**src/rtl/wptr_full.sv**
```systemverilog
// wptr_full -- write-side pointer and full-flag logic of an asynchronous FIFO.
//
// Keeps the binary write pointer in the w_clk domain, publishes it as a
// registered Gray pointer for the read domain, brings the read Gray pointer
// across through a two-flop synchroniser and derives a conservative full flag
// together with a sticky overflow flag.
//
// Optional feature: define WPTR_ALMOST_FULL_EN to add the almost_full port and
// its occupancy logic. Without the macro the block has no almost_full port,
// no occupancy counter and no Gray-to-binary converter.

module wptr_full #(
    parameter int FIFO_DEPTH     = 16,
    parameter int FIFO_DEPTH_BIT = 4,
    parameter int ALMOST_FULL_TH = 2
) (
    input  logic                      w_clk,
    input  logic                      w_rst,
    input  logic                      w_req,
    input  logic [FIFO_DEPTH_BIT:0]   r_ptr_gray,
    output logic                      w_en,
    output logic [FIFO_DEPTH_BIT-1:0] write_addr,
    output logic [FIFO_DEPTH_BIT:0]   w_ptr_gray,
    output logic                      flag_full,
`ifdef WPTR_ALMOST_FULL_EN
    output logic                      almost_full,
`endif
    output logic                      overflow
);

    localparam int AW = FIFO_DEPTH_BIT;

    // Reject parameter sets where the address width does not match the depth
    // or the almost-full threshold exceeds the FIFO size.
    if ((FIFO_DEPTH != (1 << FIFO_DEPTH_BIT)) || (ALMOST_FULL_TH > FIFO_DEPTH)
        || (FIFO_DEPTH_BIT < 2)) begin : g_bad_cfg
        $error("wptr_full: inconsistent FIFO_DEPTH / FIFO_DEPTH_BIT / ALMOST_FULL_TH");
    end

    // Binary to reflected Gray code.
    function automatic logic [AW:0] bin2gray(input logic [AW:0] bin);
        return bin ^ (bin >> 1);
    endfunction

`ifdef WPTR_ALMOST_FULL_EN
    // Reflected Gray code back to binary (prefix XOR from the MSB down).
    function automatic logic [AW:0] gray2bin(input logic [AW:0] gray);
        logic [AW:0] bin;
        bin[AW] = gray[AW];
        for (int i = AW - 1; i >= 0; i--) begin
            bin[i] = bin[i+1] ^ gray[i];
        end
        return bin;
    endfunction

    localparam logic [AW:0] AF_LEVEL = (AW+1)'(FIFO_DEPTH - ALMOST_FULL_TH);
`endif

    logic [AW:0] w_bin_r;
    logic [AW:0] rq1_r;
    logic [AW:0] rq2_r;
    logic [AW:0] w_bin_next_s;
    logic [AW:0] w_gray_next_s;
    logic [AW:0] full_target_s;
    logic        full_next_s;

    // Write strobe: only outside reset and only while there is room.
    always_comb begin
        w_en = 1'b0;
        if (!w_rst) begin
            w_en = 1'b0;
        end else begin
            w_en = w_req & ~flag_full;
        end
    end

    // The RAM is written at the current pointer; the pointer advances on the same edge.
    assign write_addr = w_bin_r[AW-1:0];

    // Next pointer, its Gray form and the full comparison against the synchronised read pointer.
    always_comb begin
        w_bin_next_s  = w_bin_r;
        w_gray_next_s = '0;
        full_target_s = '0;
        full_next_s   = 1'b0;
        if (w_en) begin
            w_bin_next_s = w_bin_r + {{AW{1'b0}}, 1'b1};
        end else begin
            w_bin_next_s = w_bin_r;
        end
        w_gray_next_s = bin2gray(w_bin_next_s);
        // Full when the write pointer is exactly one lap ahead: in Gray code the two MSBs differ.
        full_target_s = {~rq2_r[AW:AW-1], rq2_r[AW-2:0]};
        full_next_s   = (w_gray_next_s == full_target_s);
    end

    // Two-flop synchroniser for the read-domain Gray pointer.
    always_ff @(posedge w_clk or negedge w_rst) begin
        if (!w_rst) begin
            rq1_r <= '0;
            rq2_r <= '0;
        end else begin
            rq1_r <= r_ptr_gray;
            rq2_r <= rq1_r;
        end
    end

    // Pointer state, published Gray pointer and full flag.
    always_ff @(posedge w_clk or negedge w_rst) begin
        if (!w_rst) begin
            w_bin_r    <= '0;
            w_ptr_gray <= '0;
            flag_full  <= 1'b0;
        end else begin
            w_bin_r    <= w_bin_next_s;
            w_ptr_gray <= w_gray_next_s;
            flag_full  <= full_next_s;
        end
    end

    // Sticky overflow: any write attempt while full is remembered until reset.
    always_ff @(posedge w_clk or negedge w_rst) begin
        if (!w_rst) begin
            overflow <= 1'b0;
        end else if (w_req && flag_full) begin
            overflow <= 1'b1;
        end else begin
            overflow <= overflow;
        end
    end

`ifdef WPTR_ALMOST_FULL_EN
    logic [AW:0] count_s;

    // Occupancy as seen from the write side (modulo pointer difference).
    always_comb begin
        count_s = '0;
        count_s = w_bin_next_s - gray2bin(rq2_r);
    end

    // Almost-full flag, registered alongside flag_full.
    always_ff @(posedge w_clk or negedge w_rst) begin
        if (!w_rst) begin
            almost_full <= 1'b0;
        end else begin
            almost_full <= (count_s >= AF_LEVEL);
        end
    end
`endif

endmodule

```
**config.mk**
```make
export PLATFORM = sky130hd
export DESIGN_NAME = wptr_full
export DESIGN_NICKNAME = d
export VERILOG_FILES = /design/src/rtl/wptr_full.sv
export SDC_FILE = /design/constraint.sdc
export NUM_CORES = 1
export LEC_CHECK = 0
export BUFFER_PORTS_ARGS = -buffer_cell sky130_fd_sc_hd__buf_2
export CELL_PAD_IN_SITES_DETAIL_PLACEMENT = 0
export CELL_PAD_IN_SITES_GLOBAL_PLACEMENT = 1
export CORE_ASPECT_RATIO = 0.6
export CORE_UTILIZATION = 41
export CTS_CLUSTER_DIAMETER = 100
export DETAILED_ROUTE_END_ITERATION = 7
export PLACE_DENSITY = 0.72
export SETUP_SLACK_MARGIN = 0.5
export SLEW_MARGIN = 20
export SYNTH_ARGS = -nofsm -noshare
export SYNTH_HDL_FRONTEND = slang
export SYNTH_SLANG_ARGS = --single-unit
```
**constraint.sdc**
```tcl
create_clock -name w_clk -period 2.25 [get_ports w_clk]
set_input_delay 0.225 -clock w_clk [delete_from_list [all_inputs] [get_ports w_clk]]
set_output_delay 0.225 -clock w_clk [all_outputs]
set_load 0.01 [all_outputs]
```
==> metrics.cfg, run 1 <==
[global_route]
grt_busiest_layer=met2
gr-usage-all-layers=0.164
met3_usage=0.0714
grt_use_met2=0.264
grt_pass1_vias=619
antenna_found_initial=0
grt.overflow.total=0
grt_first_pass_wirelength_um=2840
grt_util_met1=0.209
grt_max_degree=20

[drt]
dr.pass1.iters=4
first_iter_violations=14
antenna_left=0
via_per_inst=4.98
drc=0
vias=632
drt-total-wl_um=1690
wl_per_cell_um=13.3

[worst_setup_path]
crit_chain=ha_2 > xnor2_1 > and3_1 > mux2i_1 > and3_1 > a211oi_2
cpLargestDelayFamily=flip-flops
worstPathRequired_ns=2.43
worst-r2r-cell-count=6
r2r-end=flag_full$_DFF_PN0_
r2r-start=w_bin_r[0]$_DFF_PN0_
cpPeakStageDelay_ns=0.41
cp.arrival_ns=1.84
crit_slowest_cell=dfrtp_2
rrSetupSlack_ns=0.59
path_class=flop to flop
crit_fanout=4
cp-start-kind=flop
worst_setup_path_end_kind=flop
cp_common_cell=and3_1
cp_num_buf_inv=0

[power]
vdd_ir_drop_max_v=0.000651
p_int_w=0.000948
p_sw_frac=0.376
cellPowerDensity_nw_per_um2=1330
p_leak_nw=0.534
p_sw_w=0.000571
comb_power_share=0.459
clkPwrFrac=0.164
p_seq_frac=0.376

[layout]
syn_to_final_growth_pct=25.6
fin_nets=109
diodes=0
drive_above_1_share=0.343
design_area_um2=1140
final_cell_mix=19 x dfrtp_1, 19 x buf_2, 6 x xnor2_1

[sta]
post-route-min-period_ns=1.66
max_freq_mhz=603
setup_viol=0
slew_headroom=0.714
clock_skew_ns=0.00312
finalHoldViolCount=0
tightest_slew_ns=0.427
rsz0062_at_grt=false
setup_tns_ns=0
drv_slew=0
whs_ns=0.0620
finalCritPeriodShare=0.737

[clock_network]
clock_sinks=21
cts.clk_slew.worst_paths_ns=0.08
cts_buffers=3
cts_tree=yes
clockBufferDepth=2
htreeDepth=1
cts-root-buf=clkbuf_8
clk_latency_ns=0.26

[synth]
synth_area_leaders=dfrtp_1 58%, xnor2_1 5.8%, xor2_1 4.8%
yosys.area.top_type=dfrtp_1
synth_top_area_frac=0.578
syn_area_um2=910
ys_seq_elements=21
syn_nets=81
synth_cell_type_count=26
yosysWarnings=0
synth_cells=72
ys_seq_area_frac=0.578
syn_area_per_cell_um2=12.6

[run_status]
status=finished, final reports clean

[hold_path]
min_from=r_ptr_gray[4]
hold_depth=1
min_path_type=input pin to flop
whs_endpoint=rq1_r[4]$_DFF_PN0_

[floorplanning]
dieArea_um2=2420
initial_core_util=0.462
die_w_um=62.8
row_count=12
core_um2=1970
die_h_um=38.5
io_pins=20

[placement]
postPlaceCellArea_um2=1050
dp_hpwl_um=1170
gp_congestion=0.773
io_buffer_count=19

[job]
cap_violations=0

-- cells in the mapped netlist (all sizes together) --
| cell type | n |
|---|---|
| and3b | 1 |
| and4 | 1 |
| or3 | 1 |
| xnor2 | 7 |
| nor3b | 1 |
| a31oi | 1 |
| dfrtp | 21 |
| a2111oi | 1 |
| a211oi | 1 |
| a21oi | 2 |
| nor4b | 1 |
| o21ai | 4 |
| buf | 2 |
| nand2b | 1 |
| mux2i | 2 |
| a21o | 1 |
| nor2 | 2 |
| xor2 | 5 |
| nand4b | 2 |
| nand3b | 2 |
| xnor3 | 1 |
| nand2 | 5 |
| ha | 1 |
| inv | 3 |
| and3 | 3 |
-- worst max-delay path by stage --
stage,slack (ns),to,cells past startpoint,startpoint
floorplan,0.55,flag_full$_DFF_PN0_,6,w_bin_r[0]$_DFF_PN0_
global placement,0.50,flag_full$_DFF_PN0_,6,w_bin_r[1]$_DFF_PN0_
detailed placement,0.46,flag_full$_DFF_PN0_,6,w_bin_r[1]$_DFF_PN0_
CTS,0.56,flag_full$_DFF_PN0_,5,w_bin_r[3]$_DFF_PN0_
global route,0.50,flag_full$_DFF_PN0_,6,w_bin_r[0]$_DFF_PN0_
finish,0.59,flag_full$_DFF_PN0_,6,w_bin_r[0]$_DFF_PN0_
-- routing by layer --
metal	vias to the layer above	wire (µm)
met5	-	0
met4	0	4
met3	2	130
met2	23	735
met1	304	817
li1	303	-
-- repair_timing --
action | CTS | global route
endpoints found under the hold margin | 6 | 0
endpoints found under the setup margin | 1 | 1
hold buffers | 1 | 0
buffers inserted | 2 | 1
pin swaps | 0 | 2
resized for setup | 1 | 1
-- worst register-to-register path, cell delays in order (launching register included) --
cell and delay (ns):
dfrtp_2 0.41, ha_2 0.31, xnor2_1 0.29, and3_1 0.19, mux2i_1 0.06, and3_1 0.18
a211oi_2 0.14
-- layout make-up --
class	instances	area (µm²)
fillers	171	825
repair buffers	25	143
inverters	3	11.3
flip-flops and latches	21	528
well taps	28	35.0
clock inverters	1	7.51
clock buffers	3	41.3
multi-input cells	46	377
-- per-stage QoR --
stage / instances / power, W / utilization / setup WS [ns]
3_5_place_dp: 119 / 0.00121 / 0.532 / 0.458
6_report: 127 / 0.00152 / 0.581 / 0.593
3_3_place_gp: 119 / 0.00122 / 0.532 / 0.502
5_1_grt: 127 / 0.00163 / 0.581 / 0.503
2_1_floorplan: 72 / 0.00104 / - / 0.555
4_1_cts: 126 / 0.00151 / 0.571 / 0.558
-- flip-flops by register name, indices dropped and copies added, names as in the netlist --
| signal | count |
|---|---|
| overflow | 1 |
| w_bin_r | 5 |
| rq1_r | 5 |
| flag_full | 1 |
| rq2_r | 5 |
| w_ptr_gray | 4 |
-- cells by family (layout without fill, tap and decap cells) --
| kind of cell | after synthesis | in the layout | share of synthesized area |
|---|---|---|---|
| compound gates | 10 | 10 | 0.0784 |
| flops | 21 | 21 | 0.578 |
| xor+xnor | 13 | 13 | 0.149 |
| mux | 2 | 2 | 0.0220 |
| simple gates | 20 | 20 | 0.136 |
| fa+ha+maj | 1 | 1 | 0.0138 |
| buf+inv | 5 | 32 | 0.0234 |
-- power groups by stage --
stage	combinational, W	clock (W)	sequential (W)
2_1_floorplan	0.000422	0	0.000614
3_3_place_gp	0.000621	0	0.000597
3_5_place_dp	0.000611	0	0.000602
4_1_cts	0.000685	0.000256	0.000567
5_1_grt	0.000773	0.000276	0.000584
6_report	0.000698	0.000250	0.000571
No activity file was read; power rests on OpenSTA's default activity.
==> run 2: changes to the inputs <==
--- a/config.mk
+++ b/config.mk
@@ -9,10 +9,10 @@
 export CELL_PAD_IN_SITES_DETAIL_PLACEMENT = 0
 export CELL_PAD_IN_SITES_GLOBAL_PLACEMENT = 1
 export CORE_ASPECT_RATIO = 0.6
-export CORE_UTILIZATION = 41
+export CORE_UTILIZATION = 37
 export CTS_CLUSTER_DIAMETER = 100
 export DETAILED_ROUTE_END_ITERATION = 7
-export PLACE_DENSITY = 0.72
+export PLACE_DENSITY = 0.69
 export SETUP_SLACK_MARGIN = 0.5
 export SLEW_MARGIN = 20
 export SYNTH_ARGS = -nofsm -noshare
==> constraint.sdc (replaced) <==
create_clock -name w_clk -period 1.5 [get_ports w_clk]
set_input_delay 0.15 -clock w_clk [delete_from_list [all_inputs] [get_ports w_clk]]
set_output_delay 0.15 -clock w_clk [all_outputs]
set_load 0.01 [all_outputs]
==> metrics.cfg, run 2 (synthesis results as in run 1) <==
[layout]
diodes=0  ; unchanged
syn_to_final_growth_pct=72.1
reg.largest.list=rq1_r x5, rq2_r x5, w_bin_r x5
final_cell_mix=19 x buf_4, 18 x dfrtp_1, 16 x buf_6, 13 x buf_2, 6 x dlygate4sd3_1
fillers=163  ; -4.7%
instances_no_fill=159  ; +25%
layout_commonest_cell=buf_4
fin_nets=139  ; +28%
seqCellArea_um2=529  ; +0.24%
multiInputGateArea_um2=478  ; +27%
drive_above_1_share=0.589  ; +0.246

[sta]
setup_ws_ns=-0.0795  ; -0.672 ns
max_freq_mhz=633  ; +4.9%
clock_skew_ns=0.00638  ; +0.00326 ns
setup_tns_ns=-0.0795  ; -0.0795 ns
finalCritPeriodShare=1.05  ; +0.316
post-route-min-period_ns=1.58  ; -0.0777 ns
tightest_slew_ns=0.331  ; -0.0952 ns
rsz0062_at_grt=true
finalHoldViolCount=0  ; unchanged
setup_viol=1  ; +1
slew_headroom=0.778  ; +0.0647
drv_slew=0  ; unchanged

[clock_network]
htreeDepth=1  ; unchanged
clockBufferDepth=2  ; unchanged
cts.clk_slew.worst_paths_ns=0.08  ; about the same
cts_buffers=3  ; unchanged
cts_tree=yes
clk_latency_ns=0.26  ; about the same
clock_sinks=21  ; unchanged
cts-root-buf=clkbuf_8

[power]
vdd_ir_drop_max_v=0.000881  ; +35%
p_leak_nw=0.733  ; +37%
cellPowerDensity_nw_per_um2=1990  ; +50%

[hold_path]
min_path_type=input pin to flop

[worst_setup_path]
cp-start-kind=flop
startpoint=w_bin_r[1]$_DFF_PN0_
r2r-end=flag_full$_DFF_PN0_
worst-r2r-cell-count=6  ; unchanged
path_class=flop to flop
worst_setup_path_end_kind=flop
endpoint=flag_full$_DFF_PN0_
rrSetupSlack_ns=-0.08  ; -0.67 ns
r2r-start=w_bin_r[1]$_DFF_PN0_
cp.arrival_ns=1.72  ; -0.12 ns
worstPathRequired_ns=1.64  ; -0.79 ns
crit_fanout=3  ; -1

[drt]
drc=0  ; unchanged
first_iter_violations=24  ; +10
antenna_left=0  ; unchanged
drt-total-wl_um=2150  ; +28%
via_per_inst=4.74  ; -4.8%
vias=753  ; +19%
wl_per_cell_um=13.5  ; +2.0%
dr.pass1.iters=4  ; unchanged

[floorplanning]
initial_core_util=0.405  ; -0.0572
dieArea_um2=2670  ; +10%
row_count=13  ; +1
io_pins=20  ; unchanged
die_h_um=40.4  ; +5.0%
die_w_um=66.0  ; +5.1%
core_um2=2240  ; +14%

[global_route]
grt_max_degree=18  ; -10%
grt_first_pass_wirelength_um=3260  ; +15%
antenna_found_initial=0  ; unchanged
gr-usage-all-layers=0.179  ; +0.0145
grt.overflow.total=0  ; unchanged
grt_pass1_vias=710  ; +15%

[run_status]
violations=setup timing
status=finished, violations left

[placement]
io_buffer_count=19  ; unchanged
gp_congestion=0.871  ; +13%
dp_hpwl_um=1320  ; +13%
post-place-cells=134  ; +13%

[job]
cap_violations=0  ; unchanged

run 2: how the worst min path moves through the flow:
stage	startpoint	to	slack (ns)	cells past startpoint
2_1_floorplan	w_rst	flag_full$_DFF_PN0_	-0.15	0
5_1_grt	w_req	overflow$_DFFE_PN0P_	0.13	2
6_report	w_req	overflow$_DFFE_PN0P_	0.13	2
3_3_place_gp	w_rst	flag_full$_DFF_PN0_	0.1	2
4_1_cts	w_req	overflow$_DFFE_PN0P_	0.12	2
3_5_place_dp	w_rst	flag_full$_DFF_PN0_	0.1	2
run 2: timing repair:
action                                  in CTS  in global routing
gates resized for setup                     37                  6
endpoints found under the setup margin      16                 17
buffers inserted                            14                  1
pin swaps                                   10                 12
hold buffers                                 6                  0
hold endpoints to repair                    26                  0
run 2: layer usage:
metal	track usage	share of wire	wire length [µm]	vias to the layer above
met5	0	0	0	-
met4	0.0319	0.0037	8	0
met3	0.0597	0.037	80	2
met2	0.301	0.49	1060	15
met1	0.231	0.46	1000	375
li1	-	-	-	361
run 2: worst max-delay path, cell delays in order, from the launching register on:
cell,delay (ns)
dfrtp_2,0.39
ha_4,0.13
nand4b_1,0.15
or3_4,0.38
and3_4,0.16
mux2i_2,0.18
a211oi_2,0.07
run 2: where the power goes:
group | leakage (nW) | switching, W | internal (W) | total [W]
combinational | 0.461 | 0.000816 | 0.00109 | 0.00191
clock | 0.0255 | 0.000176 | 0.000185 | 0.000361
sequential | 0.247 | 0.000121 | 0.000730 | 0.000851
run 2: layout make-up:
cell class,count,area share
inverters,3,0.00719
flip-flops and latches,21,0.338
repair buffers,55,0.296
clock inverters,1,0.00320
multi-input cells,46,0.305
clock buffers,3,0.0264
well taps,30,0.0240
run 2: per-stage QoR:
stage               hold slack (ns)   util  area, µm²  worst slack [ns]  total power (W)
floorplan                    -0.146      -        931            -0.101          0.00160
global placement             0.0952  0.517       1160           -0.0610          0.00208
detailed placement           0.0955  0.517       1160           -0.0754          0.00210
CTS                           0.123  0.680       1530           -0.0887          0.00297
global route                  0.131  0.697       1570            -0.167          0.00332
finish                        0.131  0.697       1570           -0.0795          0.00312
